==> src/rtl/ps2_tx_if.sv <==
// ps2_tx_if: command handshake and open-drain pad signals for the PS/2 host transmitter
interface ps2_tx_if;
    logic       tx_start;
    logic [7:0] tx_data;
    logic       ps2c;
    logic       ps2d;
    logic       ps2c_oe;
    logic       ps2d_oe;
    logic       tx_busy;
    logic       tx_done_tick;
    logic       tx_err;
    modport master (
        output tx_start, tx_data, ps2c, ps2d,
        input  ps2c_oe, ps2d_oe, tx_busy, tx_done_tick, tx_err
    );
    modport slave (
        input  tx_start, tx_data, ps2c, ps2d,
        output ps2c_oe, ps2d_oe, tx_busy, tx_done_tick, tx_err
    );
endinterface

==> src/rtl/ps2_tx.sv <==
// ps2_tx: host-to-device PS/2 command transmitter (inhibit, request-to-send, 11-bit shift, ack check)
module ps2_tx #(
    parameter int INHIBIT_CYCLES = 5000,
    parameter int TIMEOUT_CYCLES = 1_000_000
) (
    input  logic     clk,
    input  logic     reset_n,
    ps2_tx_if.slave  bus
);
    localparam int MAXC = INHIBIT_CYCLES > TIMEOUT_CYCLES ? INHIBIT_CYCLES : TIMEOUT_CYCLES;
    localparam int CW = $clog2(MAXC + 1);
    typedef enum logic [2:0] {IDLE, INHIBIT, REQ, SEND, ACK, WAIT_IDLE} state_t;
    state_t        state_q, state_d;
    logic [1:0]    c_sync_q, d_sync_q;
    logic [7:0]    filt_q;
    logic          clk_f_q, clk_f_d;
    logic [10:0]   frame_q, frame_d;
    logic [3:0]    n_q, n_d;
    logic [CW-1:0] cnt_q, cnt_d;
    logic          ack_err_q, ack_err_d;
    logic          done_q, done_d;
    logic          err_q, err_d;
    logic          sd, fall, start, timeout, idle_lines;
    assign sd         = d_sync_q[1];
    assign clk_f_d    = &filt_q ? 1'b1 : ~|filt_q ? 1'b0 : clk_f_q;
    assign fall       = clk_f_q & ~clk_f_d;
    assign start      = state_q == IDLE && bus.tx_start && !done_q;
    assign idle_lines = clk_f_q && sd;
    assign timeout    = (state_q == REQ || state_q == SEND || state_q == ACK || state_q == WAIT_IDLE)
                        && cnt_q == CW'(TIMEOUT_CYCLES - 1);
    always_ff @(posedge clk or negedge reset_n) begin
        if (!reset_n) begin
            state_q   <= IDLE;
            c_sync_q  <= 2'b11;
            d_sync_q  <= 2'b11;
            filt_q    <= 8'hff;
            clk_f_q   <= 1'b1;
            frame_q   <= '1;
            n_q       <= '0;
            cnt_q     <= '0;
            ack_err_q <= 1'b1;
            done_q    <= 1'b0;
            err_q     <= 1'b0;
        end else begin
            state_q   <= state_d;
            c_sync_q  <= {c_sync_q[0], bus.ps2c};
            d_sync_q  <= {d_sync_q[0], bus.ps2d};
            filt_q    <= {filt_q[6:0], c_sync_q[1]};
            clk_f_q   <= clk_f_d;
            frame_q   <= frame_d;
            n_q       <= n_d;
            cnt_q     <= cnt_d;
            ack_err_q <= ack_err_d;
            done_q    <= done_d;
            err_q     <= err_d;
        end
    end
    always_comb begin
        state_d = state_q;
        if (timeout) state_d = IDLE;
        else case (state_q)
            IDLE:      if (start) state_d = INHIBIT;
            INHIBIT:   if (cnt_q == CW'(INHIBIT_CYCLES - 1)) state_d = REQ;
            REQ:       state_d = SEND;
            SEND:      if (n_q == 4'd10) state_d = ACK;
            ACK:       if (fall) state_d = WAIT_IDLE;
            WAIT_IDLE: if (idle_lines) state_d = IDLE;
            default:   state_d = IDLE;
        endcase
    end
    // Frame carries the start bit in bit 0 so SEND can drive it before the first device edge
    always_comb begin
        frame_d   = frame_q;
        n_d       = n_q;
        ack_err_d = ack_err_q;
        cnt_d     = state_q == IDLE ? cnt_q : cnt_q + CW'(1);
        done_d    = timeout || (state_q == WAIT_IDLE && idle_lines);
        err_d     = timeout ? 1'b1 : done_d ? ack_err_q : err_q;
        if (start) begin
            frame_d   = {1'b1, ~^bus.tx_data, bus.tx_data, 1'b0};
            n_d       = '0;
            cnt_d     = '0;
            ack_err_d = 1'b1;
        end
        if (state_q == INHIBIT && state_d == REQ) cnt_d = '0;
        if (state_q == SEND && fall) begin
            frame_d = {1'b1, frame_q[10:1]};
            n_d     = n_q + 4'd1;
        end
        if (state_q == ACK && fall) ack_err_d = sd;
    end
    always_comb begin
        bus.ps2c_oe      = state_q == INHIBIT || state_q == REQ;
        bus.ps2d_oe      = state_q == REQ || (state_q == SEND && !frame_q[0]);
        bus.tx_busy      = state_q != IDLE || done_q;
        bus.tx_done_tick = done_q;
        bus.tx_err       = err_q;
    end
endmodule

==> src/flat_wrapper.sv <==
// flat-port wrapper written by rule: the top's interface ports become plain ports
module ps2_tx_flat 
#(
    parameter int INHIBIT_CYCLES = 5000,
    parameter int TIMEOUT_CYCLES = 1_000_000
)
  (clk, reset_n, bus_tx_start, bus_tx_data, bus_ps2c, bus_ps2d, bus_ps2c_oe, bus_ps2d_oe, bus_tx_busy, bus_tx_done_tick, bus_tx_err);
  ps2_tx_if bus_i ();
  input  logic clk;
  input  logic reset_n;
  input wire logic [$bits(bus_i.tx_start)-1:0] bus_tx_start;
  input wire logic [$bits(bus_i.tx_data)-1:0] bus_tx_data;
  input wire logic [$bits(bus_i.ps2c)-1:0] bus_ps2c;
  input wire logic [$bits(bus_i.ps2d)-1:0] bus_ps2d;
  output wire logic [$bits(bus_i.ps2c_oe)-1:0] bus_ps2c_oe;
  output wire logic [$bits(bus_i.ps2d_oe)-1:0] bus_ps2d_oe;
  output wire logic [$bits(bus_i.tx_busy)-1:0] bus_tx_busy;
  output wire logic [$bits(bus_i.tx_done_tick)-1:0] bus_tx_done_tick;
  output wire logic [$bits(bus_i.tx_err)-1:0] bus_tx_err;
  assign bus_i.tx_start = bus_tx_start;
  assign bus_i.tx_data = bus_tx_data;
  assign bus_i.ps2c = bus_ps2c;
  assign bus_i.ps2d = bus_ps2d;
  assign bus_ps2c_oe = bus_i.ps2c_oe;
  assign bus_ps2d_oe = bus_i.ps2d_oe;
  assign bus_tx_busy = bus_i.tx_busy;
  assign bus_tx_done_tick = bus_i.tx_done_tick;
  assign bus_tx_err = bus_i.tx_err;
  ps2_tx #(.INHIBIT_CYCLES(INHIBIT_CYCLES), .TIMEOUT_CYCLES(TIMEOUT_CYCLES)) u_core (.clk(clk), .reset_n(reset_n), .bus(bus_i));
endmodule
==> config.mk <==
export PLATFORM = sky130hd
export DESIGN_NAME = ps2_tx_flat
export DESIGN_NICKNAME = d
export VERILOG_FILES = /design/src/rtl/ps2_tx_if.sv /design/src/rtl/ps2_tx.sv /design/src/flat_wrapper.sv
export SDC_FILE = /design/constraint.sdc
export NUM_CORES = 1
export LEC_CHECK = 0
export ABC_CLOCK_PERIOD_IN_PS = 2400
export BUFFER_PORTS_ARGS = -buffer_cell sky130_fd_sc_hd__buf_2
export CELL_PAD_IN_SITES_DETAIL_PLACEMENT = 1
export CELL_PAD_IN_SITES_GLOBAL_PLACEMENT = 1
export CORE_UTILIZATION = 29
export CTS_BUF_LIST = sky130_fd_sc_hd__clkbuf_8
export CTS_CLUSTER_DIAMETER = 100
export CTS_CLUSTER_SIZE = 14
export DETAILED_ROUTE_END_ITERATION = 10
export PLACE_DENSITY = 0.49
export SLEW_MARGIN = 20
export SYNTH_ARGS = -nofsm -noshare
export SYNTH_HDL_FRONTEND = slang
export SYNTH_SLANG_ARGS = --single-unit
export TNS_END_PERCENT = 10
==> constraint.sdc <==
create_clock -name clk -period 2.4 [get_ports clk]
set_input_delay 0.48 -clock clk [delete_from_list [all_inputs] [get_ports clk]]
set_output_delay 0.48 -clock clk [all_outputs]
set_load 0.02 [all_outputs]
# Word-level counts from Yosys, hierarchy flattened
# Cells that the tools add are included.
totals:
  register_bits: 54
  latch_bits: 0
  ram_bits: 0
  rom_bits: 0
  in_bits: 13
  out_inout_bits: 5
  wordCells: 71
  memories: 0
classes:
  add_sub_neg: 2
  mul: 0
  div: 0
  order_cmp: 0
  n_eq_ne: 10
  shift: 0
  n_mux: 20
  bitwise_logic: 2
  n_reduce_logical: 26
ops:
  columns: ["operator", "count"]
  rows:
  - ["$mux W20", 3]
  - ["$mux W11", 2]
  - ["$add A20 B1 Y20 const B", 1]
  - ["$eq A20 B13 Y1 const B", 1]
  - ["$eq A20 B20 Y1 const B", 1]
  - ["$mux W3", 6]
  - ["$pmux W3 S6", 1]
  - ["$eq A3 B2 Y1 const B", 3]
  - ["$logic_and A1 B1 Y1", 9]
  - ["$mux W4", 2]
  - ["$reduce_and A8 Y1", 1]
  - ["$reduce_or A8 Y1", 1]
  - ["$reduce_xnor A8 Y1", 1]
  - ["$logic_or A1 B1 Y1", 7]
  - ["$eq A3 B3 Y1 const B", 2]
  - ["$mux W1", 6]
  - ["$reduce_bool A2 Y1", 3]
  - ["$add A4 B1 Y4 const B", 1]
  - ["$eq A4 B4 Y1 const B", 1]
  - ["$eq A3 B1 Y1 const B", 1]
  - ["$logic_not A3 Y1", 1]
  - ["$ne A3 B2 Y1 const B", 1]
  - ["$reduce_bool A3 Y1", 1]
  - ["$logic_not A1 Y1", 2]
  - ["other kinds (2)", 2]

# Depth between registers and ports, before layout
logic_depth:
  word_depth: 11
  mapped_depth: 7
  depth_no_buf: 6

# Worst setup path after synthesis
# Ideal clock, no wire load.
synth_timing:
  kind: "flip-flop to output port"
  start: "register u_core.state_q[0]"
  end: "output port bus_tx_busy"
  t_arrival_ps: 1523
  t_required_ps: 1920
  setup_slack_ps: 397
  path_stages_with_launch: 6
  n_path_buf: 3
  cell_sequence: "dfrtp_1 clkbuf_1 nor3_1 clkbuf_1 clkbuf_1 nand2b_1"
synth_via:
  elab_chain_cells: 2
synth_rtl:
  columns: ["item", "line_no", "rtl"]
  rows:
  - ["start: declaration", "ps2_tx.sv:13", "state_t state_q, state_d;"]
  - ["start signal: assignment", "ps2_tx.sv:45", "state_q <= state_d;"]
  - ["$reduce_bool A3 Y1", "ps2_tx.sv:95", "bus.tx_busy = state_q != IDLE || done_q;"]
  - ["$logic_or A1 B1 Y1", "ps2_tx.sv:95", null]
  - ["end: declaration", "flat_wrapper.sv:17", "output wire logic [$bits(bus_i.tx_busy)-1:0] bus_tx_busy;"]
# Every way passes these cells.

# Worst setup path in the final report
layout_timing:
  start: "register u_core.cnt_q[6]"
  end: "register u_core.cnt_q[3]"
layout_via:
  elab_chain_cells: 7
  word_cells_on_any_way: 10
  cone_classes: "eq/ne: 4; mux: 4; reduce/logical: 2"
layout_rtl:
  columns: ["item", "line_no", "rtl"]
  rows:
  - ["start: declaration", "ps2_tx.sv:19", "logic [CW-1:0] cnt_q, cnt_d;"]
  - ["start signal: assignment", "ps2_tx.sv:52", "cnt_q <= cnt_d;"]
  - ["$eq A20 B13 Y1", "ps2_tx.sv:63", "INHIBIT: if (cnt_q == CW'(INHIBIT_CYCLES - 1)) state_d = REQ;"]
  - ["$mux W3", "ps2_tx.sv:63", null]
  - ["$pmux W3 S6", "ps2_tx.sv:61", "else case (state_q)"]
  - ["$mux W3 (*)", "ps2_tx.sv:60", "if (timeout) state_d = IDLE;"]
  - ["$eq A3 B2 Y1 (*)", "ps2_tx.sv:85", "if (state_q == INHIBIT && state_d == REQ) cnt_d = '0;"]
  - ["$logic_and A1 B1 Y1 (*)", "ps2_tx.sv:85", null]
  - ["$ne A3 B2 Y1 (no line) / $mux W20 (equally long branches)", null, null]
# Mark *: on every way between the ends. The rest lies on a longest branch, timed or not.
# A chain may end at the register's enable or synchronous reset.

==> key figures <==
Outcome
  • Status: finished clean

Worst setup path
  • CP Launch Point: u_core.cnt_q[6]
  • Worst reg2reg path depth: 5
  • R2R Path End: u_core.cnt_q[3]
  • Crit Path Category: flop to flop
  • Crit path capture type: flop
  • Reg2Reg Setup Slack: 340 ps
  • Crit path max fanout: 4
  • Worst setup SP type: flop
  • Worst flop-to-flop path startpoint: u_core.cnt_q[6]
  • Crit path required time: 2600 ps
  • CP endpoint: u_core.cnt_q[3]
  • Crit path DAT: 2260 ps

Finish
  • Fin nets: 313
  • Layout Utilization: 0.341
  • Layout cells sized above 1: 0.218
  • Area growth syn-to-layout: 13.6%
  • Filler Cell Count: 1007
  • Ant. Diodes: 0

Routing
  • Detailed-router iteration count before antenna repair: 4
  • Post-route ant nets: 0
  • Post-Route WL: 6.54 mm
  • Routed len/inst: 16.1 µm
  • DRC viols: 0
  • Initial DRC count: 76
  • DR vias: 2145
  • Vias per inst: 5.28

STA
  • # setup viols final: 0
  • Fin crit period: 2060 ps
  • Hold Slack: 151 ps
  • Final Max Tran Viols: 0
  • Final Hold Fails: 0
  • Slew Limit Headroom: 0.687
  • Total negative slack: 0 ps
  • Peak Freq: 484 MHz
  • Final Skew: 10.7 ps
  • RSZ-0062 raised after global routing: false
  • Worst slew pin tran: 466 ps
  • Final worst-path cycle share: 0.860

CTS
  • Root Buffer Master: clkbuf_8
  • Sinks on Clock Net: 53
  • Max clock buf depth: 2
  • Setup bufs post-CTS: 0
  • CTS tree: yes
  • Reg clk slew, reported paths: 90 ps
  • CTS Buf Count: 5
  • Clk Latency, worst-skew pair: 310 ps
  • Post-CTS sizing: 0
  • H-tree levels: 2
  • Post-CTS Hold Buffers: 0

Floorplan
  • Num ports: 18
  • Starting density of the core: 0.301
  • Chip width: 97.3 µm
  • Die height: 97.3 µm
  • Site Rows: 34
  • Core Region: 0.00876 mm²
  • Die area: 0.00947 mm²

Placement
  • Port bufs: 17
  • GP Congestion: 0.774
  • HPWL after DPL: 4.70 mm

Run
  • Max_cap viols: 0

Synth
  • Netlist Area Pre-Place: 0.00263 mm²
  • Post-synth top area share: 0.276
  • Largest family of logic cells by synthesized area: simple AND/OR/NAND/NOR gates
  • Post-synthesis compound-gate area fraction: 0.168
  • Synth cell types: 48
  • Multiplexer share of the synthesized area: 0.00380
  • Post-synth top cells: 44 x nand2_1, 29 x dfrtp_1, 26 x o21ai_0, 24 x dfstp_2
  • Synth Area in XOR/XNOR: 0.0333
  • Adder-cell share of the synthesized area: 0.0143
  • Avg Cell Area, Syn: 9.54 µm²
  • Post-synth top area cell: dfrtp_1
  • Main synth FF type: dfrtp_1
  • Sequential fraction of the synthesis area: 0.515
  • Yosys warnings: 0
  • EDFF count, synth: 0
  • Synth Register Bits: 53
  • Syn_nets: 292
  • Most frequent cell after synthesis: nand2_1
  • Post-synthesis cell count: 276
  • Top cells by area, synth: dfrtp_1 28%, dfstp_2 24%, nand2_1 6.3%, o21ai_0 4.9%, xnor2_1 2.7%
  • Post-synth ARST share: 1.00
  • Simple-Gate Fraction of Synth Area: 0.233

Global route
  • Initial antenna violation count: 0
  • All-Layer GR Usage: 0.149
  • Gr ovfl total: 0
  • Maximum number of pins on one net before global-route repair: 54
  • Number of global-route vias before repair: 2252
  • First-pass GRT wire length: 11.3 mm

Power
  • Maximum vdd drop: 246 µV
  • Pwr Density: 523 mW/mm²
  • Pwr Total: 0.00156 W
  • Leak pwr: 1.18 nW

Min path
  • Hold/Removal Path Class: input pin to asynchronous set/reset pin
## stage by stage
| stage | std cells | instance area (µm²) | worst slack, ps |
|---|---|---|---|
| after global routing | 406 | 2990 | 224 |
| after floorplan | 276 | 2630 | 397 |
| after global placement | 398 | 2890 | 361 |
| final | 406 | 2990 | 336 |
| after CTS | 406 | 2990 | 326 |
| after detailed placement | 398 | 2890 | 358 |
## logic make-up after synthesis
family                   after synthesis
flip-flops                            53
XOR/XNOR                              10
buffers and inverters                 21
AND/OR/NAND/NOR                      117
adder cells (fa/ha/maj)                3
multiplexers                           1
AO/OA/AOI/OAI                         71
## worst min-delay path by stage
stage / cells after the start / startpoint / endpoint / slack [ps]
floorplan: 0 / reset_n / u_core.bus.tx_done_tick / 180
global placement: 0 / u_core.c_sync_q[1] / u_core.filt_q[0] / 350
detailed placement: 0 / u_core.c_sync_q[1] / u_core.filt_q[0] / 350
CTS: 2 / reset_n / u_core.cnt_q[8] / 150
global route: 2 / reset_n / u_core.state_q[0] / 160
finish: 2 / reset_n / u_core.cnt_q[0] / 150
## placed cells by master (no fill, tap or decap), types with 9 or more instances in the layout
cell type and n:
a21oi_1 9, buf_2 17, buf_4 10, dfrtp_1 29
dfstp_2 24, nand2_1 44, nand3_1 13, nor2_1 13
o21ai_0 26
## where the power goes
part,internal (W),switching (W),total (W)
clock,0.000239,0.000317,0.000557
sequential,0.000927,0.0000122,0.000939
combinational,0.0000280,0.0000399,0.0000679
## registers in the layout, indices dropped and copies added, names as in the netlist
name / count
u_core.filt_q: 8
u_core.cnt_q: 20
u_core.d_sync_q: 2
u_core.bus.tx_err: 1
u_core.ack_err_q: 1
u_core.n_q: 4
u_core.frame_q: 10
u_core.state_q: 3
u_core.c_sync_q: 2
u_core.bus.tx_done_tick: 1
u_core.clk_f_q: 1
## cell type report
class,instances,area [µm²],share of cell area
well taps,108,135,0.0452
multi-input cells,202,1200,0.400
flip-flops and latches,53,1360,0.453
clock buffers,6,82.6,0.0276
clock inverters,2,15.0,0.00502
repair buffers,28,180,0.0602
inverters,7,26.3,0.00878
## routing by layer
layer,routed length (µm),track usage,vias to the layer above
met3,99,0.0331,2
met4,33,0.0238,0
li1,-,-,1038
met5,0,0,-
met1,3110,0.187,1096
met2,3300,0.267,9
## critical path: stages (launching register included)
cell     delay, ps
dfrtp_1        410
or4b_1         540
or3_4          350
o31ai_1        420
or3_1          180
o21ai_1         60
Note: power is estimated with default switching activity, not from simulation.
